[config.mk]
export PLATFORM = sky130hd
export DESIGN_NAME = dcsr_bank
export DESIGN_NICKNAME = d
export VERILOG_FILES = /design/src/rtl/dcsr_bank.sv
export SDC_FILE = /design/constraint.sdc
export NUM_CORES = 1
export LEC_CHECK = 0
export CORE_MARGIN = 1.5
export CORE_UTILIZATION = 40
export DETAILED_ROUTE_END_ITERATION = 16
export GPL_TIMING_DRIVEN = 0
export PLACE_DENSITY_LB_ADDON = 0.08
export SETUP_SLACK_MARGIN = 0.2
export SLEW_MARGIN = 20
export SYNTH_ARGS = -nofsm -noshare
export SYNTH_HDL_FRONTEND = slang
export SYNTH_SLANG_ARGS = --single-unit
[constraint.sdc]
create_clock -name clk -period 1.3 [get_ports clk]
set_clock_uncertainty 0.15 [all_clocks]
set_input_delay 0.26 -clock clk [delete_from_list [all_inputs] [get_ports clk]]
set_output_delay 0.26 -clock clk [all_outputs]
set_load 0.05 [all_outputs]
[src/rtl/dcsr_bank.sv]
// Circular shift-register bank streaming operand bit columns to the multiplier.
// Optional DCSR_MSB_FIRST_EN: rotate left and stream MSB-first.
module dcsr_bank #(
    parameter int N  = 4,
    parameter int CH = 4
) (
    input  logic            clk,
    input  logic            reset,
    input  logic            load,
    input  logic [CH*N-1:0] ddata,
    input  logic            start,
    input  logic            coef_ready,
    output logic [CH-1:0]   dcoef,
    output logic            coef_valid,
    output logic            busy,
    output logic            done
);

    localparam int CW = ($clog2(N) > 1) ? $clog2(N) : 1;

    typedef enum logic {
        IDLE = 1'b0,
        RUN  = 1'b1
    } state_e;

    state_e                  state_q, state_d;
    logic [CH-1:0][N-1:0]    sr_q, sr_d;
    logic [CW-1:0]           cnt_q, cnt_d;
    logic                    done_q, done_d;

    always_ff @(posedge clk or negedge reset) begin
        if (!reset) begin
            state_q <= IDLE;
            sr_q    <= '0;
            cnt_q   <= '0;
            done_q  <= 1'b0;
        end else begin
            state_q <= state_d;
            sr_q    <= sr_d;
            cnt_q   <= cnt_d;
            done_q  <= done_d;
        end
    end

    always_comb begin
        state_d = state_q;
        sr_d    = sr_q;
        cnt_d   = cnt_q;
        done_d  = 1'b0;
        unique case (state_q)
            IDLE: begin
                if (load) begin
                    for (int i = 0; i < CH; i++) begin
                        sr_d[i] = ddata[N*i +: N];
                    end
                end
                if (start) begin
                    state_d = RUN;
                    cnt_d   = '0;
                end
            end
            RUN: begin
                if (coef_ready) begin
                    // N rotations bring every channel back to its loaded value
                    for (int i = 0; i < CH; i++) begin
`ifdef DCSR_MSB_FIRST_EN
                        sr_d[i] = {sr_q[i][N-2:0], sr_q[i][N-1]};
`else
                        sr_d[i] = {sr_q[i][0], sr_q[i][N-1:1]};
`endif
                    end
                    cnt_d = cnt_q + CW'(1);
                    if (cnt_q == CW'(N-1)) begin
                        state_d = IDLE;
                        cnt_d   = '0;
                        done_d  = 1'b1;
                    end
                end
            end
            default: state_d = IDLE;
        endcase
    end

    always_comb begin
        for (int i = 0; i < CH; i++) begin
`ifdef DCSR_MSB_FIRST_EN
            dcoef[i] = sr_q[i][N-1];
`else
            dcoef[i] = sr_q[i][0];
`endif
        end
    end

    assign coef_valid = (state_q == RUN);
    assign busy       = (state_q == RUN);
    assign done       = done_q;

endmodule
Word-level counts from Yosys, hierarchy flattened
Index checks and enable logic that the tools add are counted.

Output and inout bits: 7. Flip-flop bits (word level): 20. Logic and storage cells: 29.

Add/sub/neg operators: 1. Bitwise logic cells: 1. Reductions and logical operators: 2. Multiplexer cells: 14. Equality and inequality tests: 4.

Operator list (number): 16-bit two-way mux (2); 16-bit one-hot mux with 2 select lines (1); 1-bit two-way mux (6); 2-bit two-way mux (3); 2-bit inequality test (second input constant) (3); 2-bit one-hot mux with 2 select lines (1); 2-bit AND reduction (2); 2-bit by 1-bit adder with 2-bit output (second input constant) (1); 2-bit equality test (second input constant) (1); 1-bit one-hot mux with 2 select lines (1); 1-bit NOT (1).

Longest topological paths before layout
Depth in word-level cells: 4. Depth in mapped cells: 4. Depth with buffers taken out: 3.

Least setup slack after synthesis
OpenSTA, ideal clock, no wires.

Kind: register to register. Start point: register state_q, in the netlist busy. End point: register sr_q, in the netlist dcoef[0]. Library setup time: 0.079 ns. Stages on the path, launching flop included: 4. Arrival time: 1.287 ns. Slack: -0.216 ns. Path through: dfrtp_1 buf_4 buf_6 mux2i_1.

Cells in the longest elaborated chain, start to end: 3. Elaborated cells between the ends (all ways): 5. Classes of those cells: eq/ne (2); mux (1); bitwise (1); reduce/logical (1).

Ends and longest elaborated chain: from (decl) (RTL line 26) `state_e state_q, state_d;`; from (signal assigned) (RTL line 38) `state_q <= state_d;`; 1-bit NOT; 2-bit inequality test (no line); 2-bit AND reduction (no line); to (signal assigned) (RTL line 39) `sr_q <= sr_d;`; to (decl) (RTL line 27) `logic [CH-1:0][N-1:0] sr_q, sr_d;`.

Several ways; a longest one is shown, not always the timed one. A chain may end at the register's enable or synchronous reset.

Final worst setup path
Start point: register state_q, in the netlist busy. End point: output coef_valid.

RTL lines: to (decl) (RTL line 14) `output logic coef_valid,`.

No word-level cell between the ends.

==> impl_metrics.yaml <==
grt:
  grt_pass1_wl_um: 4153
  grt_use_total_pct: 16.62
  grt.met1_usage_pct: 21.63
  grt_pass1_vias: 913
  met3_usage_pct: 2.074
  grt_max_degree: 21
  gr-total-overflow: 0
  grt.busiest_layer: "met2"
  met2_usage_pct: 28.74
  antenna_found_initial: 0
synthesis:
  synth_ff_type: "dfrtp_1"
  yosysSeqAreaShare_pct: 43.15
  yosysTopAreaCellShare_pct: 43.15
  yosysTopAreaCell: "dfrtp_1"
  async_reset_ff_share_pct: 100.0
  netlist_top_cells_count: "mux2i_1 (46), dfrtp_1 (20), buf_4 (6), buf_6 (4)"
  ys_seq_elements: 20
  synth_area_mm2: 0.001160
  synth_nets: 110
  syn-instance-count: 88
  synth_edf_count: 0
  synth.distinct_cells: 13
  syn_area_per_cell_um2: 13.18
  yosys-top-cells-area: "dfrtp_1 (43%), mux2i_1 (40%), buf_4 (3.9%), buf_6 (3.9%), buf_12 (1.7%)"
  synthMostInstantiatedCell: "mux2i_1"
  yosysWarningCount: 0
cells_and_area:
  final_nets: 158
  drive_gt1_share_pct: 33.33
  areaGrowthSynthToFinish_pct: 52.21
  diodes: 0
power:
  power.switching_uw: 1341
  swShare_pct: 36.26
  seq_power_share_pct: 30.9
  clock_power_share_pct: 8.3
  vdd_drop_max_mv: 1.858
  finalPower_uw: 3698
  p_int_uw: 2357
  leakage_uw: 0.0009462
  combPwrFrac_pct: 60.8
  powerDensity_mw_per_mm2: 2095
detailed_routing:
  drt_iter0_drc: 16
  antenna_left: 0
  drc: 0
  viasPerCell: 5.108
  via_count: 848
  wl_per_cell_um: 14.48
  firstDrtPassIters: 2
  wl_um: 2403
timing:
  timing.fmax_ghz: 0.7097
  drv_slew: 0
  setup_viol: 26
  fin_crit_ps: 1409
  finalHoldViolations: 20
  timing.final.ws_setup_ps: -109.0
  grt_setup_unrepaired: "yes"
  tightest_slew_ps: 540.6
  slew_headroom_pct: 63.96
  final.setup.tns_ps: -1578
  whs_ps: -233.6
  finalCritPeriodShare_pct: 108.4
hold_path:
  hp-class: "in2async"
place:
  gp_congestion: 0.6819
  dp_hpwl_um: 1527
  port_buffers: 26
die:
  num_rows: 19
  initial_utilization_pct: 42.06
  die_w_um: 56.85
  ios: 28
  die_area_mm2: 0.003232
  coreArea_mm2: 0.002758
  chipHeight_um: 56.85
setup_path:
  cp.required_ps: 890
  path_buf_inv: 2
  path_max_fanout: 3
  cp_slowest_cell: "dfrtp_2"
  cp_top_family: "flip-flops"
  cp-end-kind: "primary output"
  rrSetupSlack_ps: -100
  crit_type: "reg2out"
  worstPathCellList: "buf_8, buf_8"
  slowest_delay_ps: 440
  reg2regPathDepth: 4
  cp_data_arrival_time_ps: 1000
  cpMostUsedCell: "buf_8"
  cp_num_cells: 2
  startpoint_type: "register"
clocking:
  clk_path_buf_depth: 2
  clkSinkCount: 20
  clock_latency_ps: 300
  cts_tree: "yes"
  cts_buffers: 3
  cts_hold_buf: 0
  cts.clk_slew.worst_paths_ps: 120
  clockRootBuffer: "clkbuf_4"
  htreeDepth: 1
run:
  maxCapViolations: 0
status:
  status: "finished with violations"
  violations: "negative hold slack, negative setup slack"
## layer usage
metal / routed length [µm] / share of wire (%)
met5: 0 / 0
met4: 16 / 0.67
met3: 71 / 3.0
met2: 1241 / 52
met1: 1074 / 45
## cells by family after synthesis
group | Yosys count | share of synthesized area, %
muxes | 47 | 40.67
DFF | 20 | 43.15
buffers and inverters | 11 | 9.493
and+or+nand+nor | 5 | 2.481
AOI/OAI and AO/OA | 3 | 2.374
xor gates and xnor gates | 1 | 0.7553
adders and majority gates | 1 | 1.079
## through the flow
| stage | hold slack, ps | cells | worst slack [ps] | utilization [%] | instance area [µm²] |
|---|---|---|---|---|---|
| after global routing | -212.1 | 166 | -164.0 | 64.02 | 1765 |
| after global placement | 358.7 | 145 | -417.5 | 53.77 | 1483 |
| after floorplan | -185.6 | 88 | -31.41 | - | 1184 |
| final | -233.6 | 166 | -109.0 | 64.02 | 1765 |
| after CTS | 83.05 | 165 | -126.4 | 63.11 | 1740 |
| after detailed placement | 360.6 | 145 | -427.0 | 53.77 | 1483 |
## power by group through the flow
stage / Sequential (µW) / Clock (µW) / Combinational [µW]
finish: 1140 / 307 / 2250
global route: 1190 / 362 / 2420
CTS: 1140 / 333 / 2190
detailed placement: 1200 / 0 / 1590
global placement: 1190 / 0 / 1550
floorplan: 1200 / 0 / 1160
## cell usage in the layout (no fill, tap or decap), types with 2 or more instances in the layout
cell / n
bufbuf_16: 2
clkbuf_4: 3
clkdlybuf4s50_1: 17
and3_4: 2
dfrtp_1: 19
buf_6: 10
mux2i_1: 46
buf_12: 3
buf_8: 6
a22o_1: 2
buf_4: 12
## sequential cells by signal, summed over array words and instances (netlist names)
signal	count
cnt_q	2
busy	1
sr_q	12
done	1
dcoef	4
## worst paths after layout
path	start	to
max in group asynchronous	reset	busy
min in group clk	load	sr_q[3]
worst min-delay path	reset	busy
worst max register to register	busy	cnt_q[1]
worst max-delay path	busy	coef_valid
worst min register to register	sr_q[1]	sr_q[1]
## area by class of cell
type                       instances  area, µm²
tap                               31      38.79
clock buffer                       4      26.28
multi-input combinational         57      566.8
fill                             243      992.2
sequential                        20      501.7
timing repair buffer              43      478.0
buffer                            11      153.9
## what timing repair did
item / in CTS / in global routing
gates cloned: 2 / 1
setup buffers: 14 / 0
gates resized for setup: 65 / 3
pin swaps: 2 / 2
hold endpoints to repair: 0 / 20
setup endpoints to repair: 46 / 47
Power figures use the tool's default switching activity.
